<file path="src/rtl/router_local_input_unit.sv">
// Local-port input buffer: DEPTH-entry FWFT FIFO fed by the PE, returns one credit per drained flit.
// Latency: push to out_valid 1 cycle; pop to credit_out 1 cycle.
// Backpressure: out_ready low holds the head flit; the PE is throttled by credits, and overflowing flits are dropped.
// Optional feature macro: ROUTER_IN_ERR_CHECK_EN adds the sticky err_overflow port and an overflow assertion.
module router_local_input_unit #(
  parameter int DATA_WIDTH = 32,
  parameter int DEPTH      = 4
) (
  input  logic                       clk,
  input  logic                       rst_n,
  input  logic                       in_valid,
  input  logic [DATA_WIDTH-1:0]      in_data,
  output logic                       credit_out,
  output logic                       out_valid,
  output logic [DATA_WIDTH-1:0]      out_data,
  input  logic                       out_ready,
`ifdef ROUTER_IN_ERR_CHECK_EN
  output logic [$clog2(DEPTH):0]     occupancy,
  output logic                       err_overflow
`else
  output logic [$clog2(DEPTH):0]     occupancy
`endif
);

  localparam int AW = $clog2(DEPTH);
  localparam int CW = AW + 1;

  logic [DATA_WIDTH-1:0] mem_q [DEPTH];
  logic [AW-1:0]         wr_ptr_q, wr_ptr_d;
  logic [AW-1:0]         rd_ptr_q, rd_ptr_d;
  logic [CW-1:0]         count_q, count_d;
  logic                  credit_q, credit_d;
  logic                  push, pop;

  // Head flit is presented straight from the array (first-word fall-through).
  assign out_valid  = (count_q != '0);
  assign out_data   = mem_q[rd_ptr_q];
  assign occupancy  = count_q;
  assign credit_out = credit_q;

  // Handshake decode and next-state for pointers, count and credit.
  always_comb begin
    pop      = out_valid && out_ready;
    // A full buffer still accepts a flit when the head leaves in the same cycle.
    push     = in_valid && ((count_q < CW'(DEPTH)) || pop);
    wr_ptr_d = wr_ptr_q;
    rd_ptr_d = rd_ptr_q;
    count_d  = count_q;
    credit_d = pop;
    if (push) begin
      wr_ptr_d = wr_ptr_q + AW'(1);
    end
    if (pop) begin
      rd_ptr_d = rd_ptr_q + AW'(1);
    end
    case ({push, pop})
      2'b10:   count_d = count_q + CW'(1);
      2'b01:   count_d = count_q - CW'(1);
      default: count_d = count_q;
    endcase
  end

  // Control state register; contents of the array are deliberately not reset.
  always_ff @(posedge clk or negedge rst_n) begin
    if (!rst_n) begin
      wr_ptr_q <= '0;
      rd_ptr_q <= '0;
      count_q  <= '0;
      credit_q <= 1'b0;
    end else begin
      wr_ptr_q <= wr_ptr_d;
      rd_ptr_q <= rd_ptr_d;
      count_q  <= count_d;
      credit_q <= credit_d;
    end
  end

  // Flit storage write port.
  always_ff @(posedge clk) begin
    if (push) begin
      mem_q[wr_ptr_q] <= in_data;
    end
  end

`ifdef ROUTER_IN_ERR_CHECK_EN
  logic overflow;
  logic err_q, err_d;

  assign err_overflow = err_q;

  // A valid flit that was not accepted can only mean full with no pop: flag it until reset.
  always_comb begin
    overflow = in_valid && !push;
    err_d    = err_q || overflow;
  end

  // Sticky overflow flag register.
  always_ff @(posedge clk or negedge rst_n) begin
    if (!rst_n) begin
      err_q <= 1'b0;
    end else begin
      err_q <= err_d;
    end
  end

`ifndef SYNTHESIS
  // The PE should never send without a credit; catch it loudly in simulation.
  a_no_overflow: assert property (@(posedge clk) disable iff (!rst_n) !overflow)
    else $error("router_local_input_unit: flit dropped on overflow");
`endif
`endif

endmodule

</file>
<file path="config.mk">
export PLATFORM = sky130hd
export DESIGN_NAME = router_local_input_unit
export DESIGN_NICKNAME = d
export VERILOG_FILES = /design/src/rtl/router_local_input_unit.sv
export SDC_FILE = /design/constraint.sdc
export NUM_CORES = 1
export LEC_CHECK = 0
export BUFFER_PORTS_ARGS = -buffer_cell sky130_fd_sc_hd__buf_4
export CAP_MARGIN = 10
export CORE_ASPECT_RATIO = 0.8
export CORE_UTILIZATION = 45
export CTS_CLUSTER_SIZE = 16
export DETAILED_ROUTE_END_ITERATION = 7
export PLACE_DENSITY = 0.72
export SETUP_SLACK_MARGIN = 0.4
export SLEW_MARGIN = 10
export SYNTH_ARGS = -nofsm -noshare
export SYNTH_HDL_FRONTEND = slang
export SYNTH_SLANG_ARGS = --single-unit
</file>
<file path="constraint.sdc">
create_clock -name clk -period 2.18 [get_ports clk]
set_clock_uncertainty 0.15 [all_clocks]
set_input_delay 0.436 -clock clk [delete_from_list [all_inputs] [get_ports clk]]
set_output_delay 0.436 -clock clk [all_outputs]
set_load 0.02 [all_outputs]
</file>
==> summary.txt <==
Place
  – Pre-CTS setup slack: 0.162 ns
  – HPWL after DPL: 5140 µm
  – Area after DPL: 0.00593 mm²
  – IO Port Bufs: 72
  – Gp weighted congestion: 0.648

Synth
  – Seq cells post-synth: 136
  – Synthesized netlist cell count: 206
  – Post-Synth Simple-Gate Area: 0.735%
  – Synth top area share: 75.3%
  – Adder-cell share of the synthesized area: 1.62%
  – Compound-gate portion of the synthesized area: 0.319%
  – Largest family of logic cells by synthesized area: multiplexers
  – Synth Net Count: 248
  – Post-synthesis mux area share: 14.8%
  – Sequential share of the synthesized area: 79.2%
  – Number of distinct library cells after synthesis: 21
  – Area leader, netlist: edfxtp_1
  – Area contributors post-synth: edfxtp_1 75%, mux4_2 12%, dfrtp_1 3.9%, mux4_1 2.1%, ha_1 1.2%
  – Syn Std Cell Area: 0.00511 mm²
  – Synthesis Warnings: 0
  – Post-synthesis xor/xnor area fraction: 1.03%
  – Synth Area per Inst: 24.8 µm²

CTS
  – CTS H-Tree Depth: 4
  – CTS Sinks: 136
  – Clock root cell: clkbuf_16
  – CTS tree: done
  – Worst skew pair latency: 0.41 ns
  – CTS clock-pin slew for the worst setup and hold paths: 0.06 ns
  – CTS Buf Count: 17
  – Max clock buf depth: 2

Global route
  – Vias in the first global route: 2575
  – Initial antenna violation count: 0
  – Remaining Overflow, GRT: 0
  – Largest net degree at the start of global routing: 29
  – GRT Overall Usage: 16.6%
  – First-pass GRT wire length: 13800 µm

Final layout
  – Design Area, Final: 0.00686 mm²
  – Syn-to-layout area delta: 34.3%
  – Layout cells sized above 1: 54.4%
  – Commonest non-fill, non-tap cells in the layout: 128 x edfxtp_1, 56 x buf_4, 33 x buf_6
  – Nets: 361
  – Commonest non-fill, non-tap cell in the layout: edfxtp_1
  – N_diodes: 0

Min path
  – Hold Startpoint: in_data[6]
  – WHS Path Cells: 1
  – Hold WC Path Type: in -> reg
  – Min-Delay Endpoint: mem_q[2][6]

Worst setup path
  – Reg-to-reg slack, setup: 0.32 ns
  – Delay-heaviest family, CP: multiplexers
  – R2R Path End: occupancy[2]
  – Crit-path max FO: 6
  – CP required: 1.59 ns
  – Max incr delay on CP: 0.54 ns
  – Crit path arrival time: 1.79 ns
  – Worst path cell trace: buf_12 -> buf_12 -> mux4_2 -> buf_6
  – Reg2Reg Depth: 9
  – Nature of the critical path endpoint: output port
  – Slowest-stage cell, CP: mux4_2
  – Worst Setup Start Kind: register
  – Buf/Inv on CP: 3
  – Critical path type: reg -> out
  – Critical path's most frequent cell: buf_12
  – Reg-to-reg critical path startpoint: occupancy[2]

Die
  – Row Count: 34
  – Die Span Y: 97.3 µm
  – Die area: 0.0118 mm²
  – Starting Density: 46.5%
  – Boundary Pins: 73
  – Core region area: 0.0110 mm²
  – Chip Width: 121 µm

STA
  – RSZ-0062 raised after global routing: yes
  – Minimum clock period: 2.37 ns
  – Relative slew slack: 84.7%
  – # setup viols final: 32
  – Least-Margin Pin Slew: 0.229 ns
  – Final setup margin: -0.192 ns
  – Hold_ws: 0.0704 ns
  – Final Slew Violations: 0
  – Setup TNS: -4.75 ns
  – Final hold viol count: 0
  – Final period util: 109%
  – Max Clk Rate: 0.422 GHz

Power and ir drop
  – Pwr Total: 10200 µW
  – Leak: 0.00247 µW
  – P per Cell Area: 1490 mW/mm²
  – Peak VDD IR: 1.02 mV

Route
  – Via count: 2441
  – Routed WL: 9160 µm
  – DRC Markers: 0
  – TritonRoute pass-1 iters: 4
  – Vias per Instance: 5.14
  – Initial drt markers: 115
  – Post-DR wirelength/cell: 19.3 µm
  – Post-route ant nets: 0

Outcome
  – Failing checks: setup timing
  – Outcome: complete, but fails checks

Flow run
  – Max Cap Viol: 0
routing by layer:
metal	up-vias	share of wire, %	GRT usage, %
li1	1085	-	-
met2	81	49	25.3
met3	14	5.2	6.10
met4	0	1.3	6.84
met5	-	0	0
met1	1261	45	21.7
cell usage after synthesis:
cell        n
o21a_1      1
ha_1        5
nor2_1      1
inv_1       7
xnor2_1     4
xor2_1      2
dfrtp_1     8
mux4_2     28
buf_12      3
buf_2       3
clkbuf_1    1
fa_1        1
mux4_1      4
and2_1      4
o31a_1      1
mux2_2      1
buf_6       1
mux2i_1     1
edfxtp_1  128
nand2_1     1
nand3_1     1
through the flow:
step	instances	util (%)
finish	475	62.5
global route	475	62.5
CTS	470	61.1
detailed placement	428	54.0
global placement	428	54.0
floorplan	206	-
flip-flops by register name, summed over array words and instances (netlist names):
signal and flops:
mem_q 128, credit_out 1, occupancy 3, rd_ptr_q 2, wr_ptr_q 2
where the power goes:
group / leakage [µW] / internal (µW) / switching [µW]
clock network: 0.000290 / 1800 / 1080
registers: 0.00126 / 3380 / 152
logic: 0.000922 / 2020 / 1770
total: 0.00247 / 7200 / 3000
final cells by class:
class / instances / area, µm²
timing repair buffer: 102 / 1060
clock buffer: 17 / 425
multi-input combinational: 55 / 948
inverter: 7 / 26.3
fill: 771 / 4120
clock inverter: 14 / 169
sequential: 136 / 4050
tap: 144 / 180
cells by family after synthesis:
| group | count (synthesis) |
|---|---|
| compound gates | 2 |
| buf+inv | 15 |
| fa+ha+maj | 6 |
| simple gates | 7 |
| xor+xnor | 6 |
| flops | 136 |
| mux | 34 |
what timing repair did:
action	in CTS	in global routing
pin swaps	4	2
gates resized for setup	26	19
buffers inserted	9	2
hold buffers	1	0
endpoints found under the setup margin	35	82
hold endpoints to repair	8	0
cloned	1	3
how the worst max path moves through the flow:
stage	start	to	slack, ns	cells after the start
2_1_floorplan	occupancy[2]	occupancy[2]	0.26	9
3_3_place_gp	rd_ptr_q[0]	out_data[20]	0.17	3
3_5_place_dp	rd_ptr_q[0]	out_data[14]	0.16	3
4_1_cts	rd_ptr_q[0]	out_data[14]	-0.21	4
5_1_grt	rd_ptr_q[0]	out_data[9]	-0.25	4
6_report	rd_ptr_q[0]	out_data[9]	-0.19	4
Power figures use the tool's default switching activity.
